**src/rtl/ysyx_25010008_axil_rd_master.sv**
```systemverilog
// Single-outstanding AXI4-Lite read master: client request/response in front, AR/R channels behind.
// Misaligned addresses are answered locally with an error and never reach the bus.
module ysyx_25010008_axil_rd_master #(
  parameter int unsigned LAT_MAX = 255
) (
  input  logic        clock,
  input  logic        reset,
  input  logic        req_valid,
  output logic        req_ready,
  input  logic [31:0] req_addr,
  output logic        resp_valid,
  input  logic        resp_ready,
  output logic [31:0] resp_data,
  output logic        resp_err,
  output logic [7:0]  resp_lat,
  output logic [15:0] done_cnt,
  output logic [31:0] araddr,
  output logic        arvalid,
  input  logic        arready,
  input  logic [31:0] rdata,
  input  logic [1:0]  rresp,
  input  logic        rvalid,
  output logic        rready
);

  typedef enum logic [1:0] {IDLE, ADDR, DATA, RESP} state_e;

  localparam logic [7:0] LAT_SAT = 8'(LAT_MAX);

  state_e      state_q, state_d;
  logic [31:0] araddr_q, araddr_d;
  logic        arvalid_q, arvalid_d;
  logic        rready_q, rready_d;
  logic        resp_valid_q, resp_valid_d;
  logic [31:0] resp_data_q, resp_data_d;
  logic        resp_err_q, resp_err_d;
  logic [7:0]  resp_lat_q, resp_lat_d;
  logic [7:0]  lat_q, lat_d;
  logic [15:0] done_cnt_q, done_cnt_d;
  logic [7:0]  lat_inc;

  assign lat_inc = (lat_q >= LAT_SAT) ? lat_q : lat_q + 8'd1;

  always_comb begin
    state_d      = state_q;
    araddr_d     = araddr_q;
    arvalid_d    = arvalid_q;
    rready_d     = rready_q;
    resp_valid_d = resp_valid_q;
    resp_data_d  = resp_data_q;
    resp_err_d   = resp_err_q;
    resp_lat_d   = resp_lat_q;
    lat_d        = lat_q;
    done_cnt_d   = done_cnt_q;
    case (state_q)
      IDLE: begin
        if (req_valid) begin
          lat_d = 8'd0;
          if (req_addr[1:0] != 2'b00) begin
            state_d      = RESP;
            resp_valid_d = 1'b1;
            resp_data_d  = 32'd0;
            resp_err_d   = 1'b1;
            resp_lat_d   = 8'd0;
          end else begin
            state_d   = ADDR;
            araddr_d  = req_addr;
            arvalid_d = 1'b1;
          end
        end
      end
      ADDR: begin
        lat_d = lat_inc;
        // arvalid_q qualifies the handshake so an early arready is never mistaken for one.
        if (arvalid_q && arready) begin
          state_d   = DATA;
          arvalid_d = 1'b0;
          rready_d  = 1'b1;
        end
      end
      DATA: begin
        lat_d = lat_inc;
        if (rready_q && rvalid) begin
          state_d      = RESP;
          rready_d     = 1'b0;
          resp_valid_d = 1'b1;
          resp_data_d  = rdata;
          resp_err_d   = (rresp != 2'b00);
          resp_lat_d   = lat_inc;
        end
      end
      RESP: begin
        if (resp_ready) begin
          state_d      = IDLE;
          resp_valid_d = 1'b0;
          done_cnt_d   = done_cnt_q + 16'd1;
        end
      end
      default: state_d = IDLE;
    endcase
  end

  always_ff @(posedge clock or negedge reset) begin
    if (!reset) begin
      state_q      <= IDLE;
      araddr_q     <= 32'd0;
      arvalid_q    <= 1'b0;
      rready_q     <= 1'b0;
      resp_valid_q <= 1'b0;
      resp_data_q  <= 32'd0;
      resp_err_q   <= 1'b0;
      resp_lat_q   <= 8'd0;
      lat_q        <= 8'd0;
      done_cnt_q   <= 16'd0;
    end else begin
      state_q      <= state_d;
      araddr_q     <= araddr_d;
      arvalid_q    <= arvalid_d;
      rready_q     <= rready_d;
      resp_valid_q <= resp_valid_d;
      resp_data_q  <= resp_data_d;
      resp_err_q   <= resp_err_d;
      resp_lat_q   <= resp_lat_d;
      lat_q        <= lat_d;
      done_cnt_q   <= done_cnt_d;
    end
  end

  assign req_ready  = (state_q == IDLE);
  assign araddr     = araddr_q;
  assign arvalid    = arvalid_q;
  assign rready     = rready_q;
  assign resp_valid = resp_valid_q;
  assign resp_data  = resp_data_q;
  assign resp_err   = resp_err_q;
  assign resp_lat   = resp_lat_q;
  assign done_cnt   = done_cnt_q;

endmodule

```
**config.mk**
```make
export PLATFORM = sky130hd
export DESIGN_NAME = ysyx_25010008_axil_rd_master
export DESIGN_NICKNAME = d
export VERILOG_FILES = /design/src/rtl/ysyx_25010008_axil_rd_master.sv
export SDC_FILE = /design/constraint.sdc
export NUM_CORES = 1
export LEC_CHECK = 0
export CORE_ASPECT_RATIO = 1.1
export CORE_MARGIN = 2
export CORE_UTILIZATION = 40
export DETAILED_ROUTE_END_ITERATION = 16
export PLACE_DENSITY = 0.74
export SYNTH_ARGS = -nofsm -noshare
export SYNTH_HDL_FRONTEND = slang
export SYNTH_SLANG_ARGS = --single-unit
```
**constraint.sdc**
```tcl
create_clock -name clock -period 1.6 [get_ports clock]
set_input_delay 0.16 -clock clock [delete_from_list [all_inputs] [get_ports clock]]
set_output_delay 0.16 -clock clock [all_outputs]
set_load 0.02 [all_outputs]
```
==> reports/metrics.yaml <==
run_status:
  outcome: "finished, violations left"
  violations: "setup timing"
routing:
  drcViolationCount: 0
  drt-vias-per-instance: 5.20
  count_of_vias_placed_by_the_detailed_router: 3711
  detailedRoute.firstIterationViolations: 175
  wl_um: 12900
  route.antenna.remaining_nets: 0
  firstDrtPassIters: 4
  wl_per_cell_um: 18.1
timing:
  worstMarginPinSlew_ps: 420
  maxSlewViolCount: 0
  timing.final.ws_setup_ps: -117
  ratio_of_final_minimum_period_to_clock_period_pct: 107
  clock_skew_ps: 12.3
  rsz0062_at_grt: "yes"
  timing_hold_violations_final: 0
  timing.final.crit_period_ps: 1720
  number_of_setup_violations_in_the_final_report: 72
  worst_slew_margin_rel_pct: 72.0
  clock.fmax_mhz: 583
finish:
  antenna_cells_inserted: 0
  finalNetCount: 643
  drive_above_1_share_pct: 24.0
  area_delta_synth_final_pct: 67.9
  finish.utilization_pct: 69.6
power_and_ir_drop:
  totalPowerFinal_mw: 5.14
  reported_leakage_power_nw: 3.36
  vdd_ir_drop_max_v: 0.000445
  power_per_cell_area_nw_per_um2: 704
die:
  num_rows: 39
  dieArea_um2: 11700
  die_w_um: 103
  core_area_um2: 10500
  floorplan.io_pins: 165
  chipHeight_um: 113
  initial_core_util_pct: 41.4
synth:
  syn-instance-count: 352
  yosys_most_used_dff: "sky130_fd_sc_hd__dfrtp_1"
  synthDominantCellAreaShare_pct: 58.7
  synth_area_leaders: "sky130_fd_sc_hd__dfrtp_1 (59%), sky130_fd_sc_hd__mux2_2 (7.8%), sky130_fd_sc_hd__a22o_1 (7.5%)"
  warnings_from_yosys: 0
  synth_largest_area_cell: "sky130_fd_sc_hd__dfrtp_1"
  postSynth.asyncResetShare_pct: 100
  synth_enable_flop_cells: 0
  syn-num-nets: 430
  seq_area_frac_synth_pct: 58.7
  syn-cell-area_um2: 4350
  synth_area_per_cell_um2: 12.4
  synth.distinct_cells: 48
  synth.ff_latch_count: 102
placement:
  gp_congestion: 0.864
  placement.io_buffers: 164
  preCtsSetupSlack_ps: -170
  place_hpwl_um: 8440
worst_setup_path:
  crit_type: "reg -> reg"
  timing.critical_path.arrival_ps: 1940
  critical_path.endpoint_type: "flop"
  timing.critical_path.from_type: "flop"
  worst_ep_required_time_ps: 1820
  reg2regPathDepth: 7
  top_fanout_value_on_the_critical_path: 36
global_route:
  initial_antenna_violation_count: 0
  grt_max_degree: 43
  globalRoute.totalOverflow: 0
  grt_pass1_vias: 3667
  grt_pass1_wl_um: 18800
  grt_use_total_pct: 20.6
clock_tree:
  cts_max_path_buffers: 2
  ctsRootBufferMaster: "sky130_fd_sc_hd__clkbuf_16"
  cts_tree: "yes"
  cts-buffers-inserted: 9
  cts_num_sinks: 102
  clk_transition_reported_paths_ps: 70
  clkLatencyLatePin_ps: 340
  htree_num_levels: 3
min_path:
  holdCritPathClass: "in -> async"
run:
  count_of_maximum_capacitance_violations: 0
repair_timing:
action | 4_1_cts | 5_1_grt
cloned | 2 | 2
setup buffers | 6 | 9
hold buffers | 1 | 0
gates resized for setup | 31 | 49
setup endpoints to repair | 76 | 100
hold endpoints to repair | 29 | 0
pin swaps | 2 | 11
state kept, by name (all words and copies together), names as in the netlist:
register and cells:
araddr 32, arvalid 1, done_cnt 16, lat_q 8, resp_data 32, resp_err 1
resp_lat 8, resp_valid 1, rready 1, state_q 2
synthesized netlist by cell type, types with 5 or more instances:
cell type,n
sky130_fd_sc_hd__ha_1,6
sky130_fd_sc_hd__nand2_1,27
sky130_fd_sc_hd__xnor2_1,14
sky130_fd_sc_hd__dfrtp_1,102
sky130_fd_sc_hd__o21ai_0,15
sky130_fd_sc_hd__nand3_1,12
sky130_fd_sc_hd__nor2_1,12
sky130_fd_sc_hd__a21oi_1,10
sky130_fd_sc_hd__inv_1,5
sky130_fd_sc_hd__a21o_1,5
sky130_fd_sc_hd__nor2b_1,5
sky130_fd_sc_hd__a22o_1,37
sky130_fd_sc_hd__mux2_2,30
sky130_fd_sc_hd__buf_2,12
critical path, stage by stage (launching register included):
cell and delay, ps:
sky130_fd_sc_hd__dfrtp_1 360, sky130_fd_sc_hd__inv_2 60, sky130_fd_sc_hd__buf_12 120, sky130_fd_sc_hd__ha_4 170, sky130_fd_sc_hd__buf_6 130, sky130_fd_sc_hd__a211o_1 300
sky130_fd_sc_hd__buf_12 180, sky130_fd_sc_hd__a22o_1 260
through the flow:
stage / std cells / TNS [ps] / area, um2 / hold WS (ps)
6_report: 713 / -5270 / 7300 / 300
5_1_grt: 713 / -10280 / 7300 / 331
4_1_cts: 702 / -4620 / 7010 / 307
3_5_place_dp: 677 / -10530 / 6480 / 117
3_3_place_gp: 677 / -9080 / 6480 / 117
2_1_floorplan: 352 / -4110 / 4410 / -136
report_power, final:
group          total, mW  internal [mW]  switching [mW]  leakage (nW)
Sequential          2.58           2.58               0          1.40
Combinational      0.281          0.175           0.106          1.81
Clock               2.29           1.28            1.00         0.156
Total               5.14           4.04            1.11          3.36
worst paths after layout:
| path | startpoint | endpoint | slack [ps] |
|---|---|---|---|
| setup / recovery | state_q[0] | resp_data[18] | -120 |
| setup reg to reg | state_q[0] | resp_data[18] | -120 |
| min in group clock | rdata[8] | resp_data[8] | 410 |
| hold / removal | reset | done_cnt[9] | 300 |
| max in group asynchronous | reset | lat_q[4] | 690 |
| hold reg to reg | done_cnt[15] | done_cnt[15] | 480 |
cell usage in the layout (no fill, tap or decap), types with 8 or more instances in the layout:
master,n
sky130_fd_sc_hd__clkdlybuf4s50_1,157
sky130_fd_sc_hd__dfrtp_1,101
sky130_fd_sc_hd__a22o_1,37
sky130_fd_sc_hd__buf_4,37
sky130_fd_sc_hd__nand2_1,25
sky130_fd_sc_hd__mux2_4,24
sky130_fd_sc_hd__xnor2_1,14
sky130_fd_sc_hd__nand3_1,12
sky130_fd_sc_hd__nor2_1,11
sky130_fd_sc_hd__clkbuf_16,11
sky130_fd_sc_hd__o21ai_0,9
sky130_fd_sc_hd__buf_12,9
sky130_fd_sc_hd__a21oi_1,8
metal layers:
metal  share of wire [%]  global-route usage [%]  vias to the layer above
met5                   0                       0                        -
met4                 2.1                    6.75                        0
met3                 5.7                    3.15                       23
met2                  51                    35.7                      147
met1                  41                    26.0                     1820
li1                    -                       -                     1721
cells by family after synthesis:
family | synth area share (%)
buffers and inverters | 2.68
muxes | 8.26
adders and majority gates | 1.73
and+or+nand+nor | 10.1
DFF | 58.7
xor gates and xnor gates | 3.22
AOI/OAI and AO/OA | 15.3
cell type report:
| cell class | count | area [um2] |
|---|---|---|
| timing repair buffer | 221 | 2300 |
| sequential | 102 | 2550 |
| fill | 764 | 3190 |
| clock inverter | 6 | 76.3 |
| multi-input combinational | 226 | 1930 |
| inverter | 5 | 22.5 |
| tap | 143 | 179 |
| clock buffer | 10 | 239 |
Note: power is estimated with default switching activity, not from simulation.
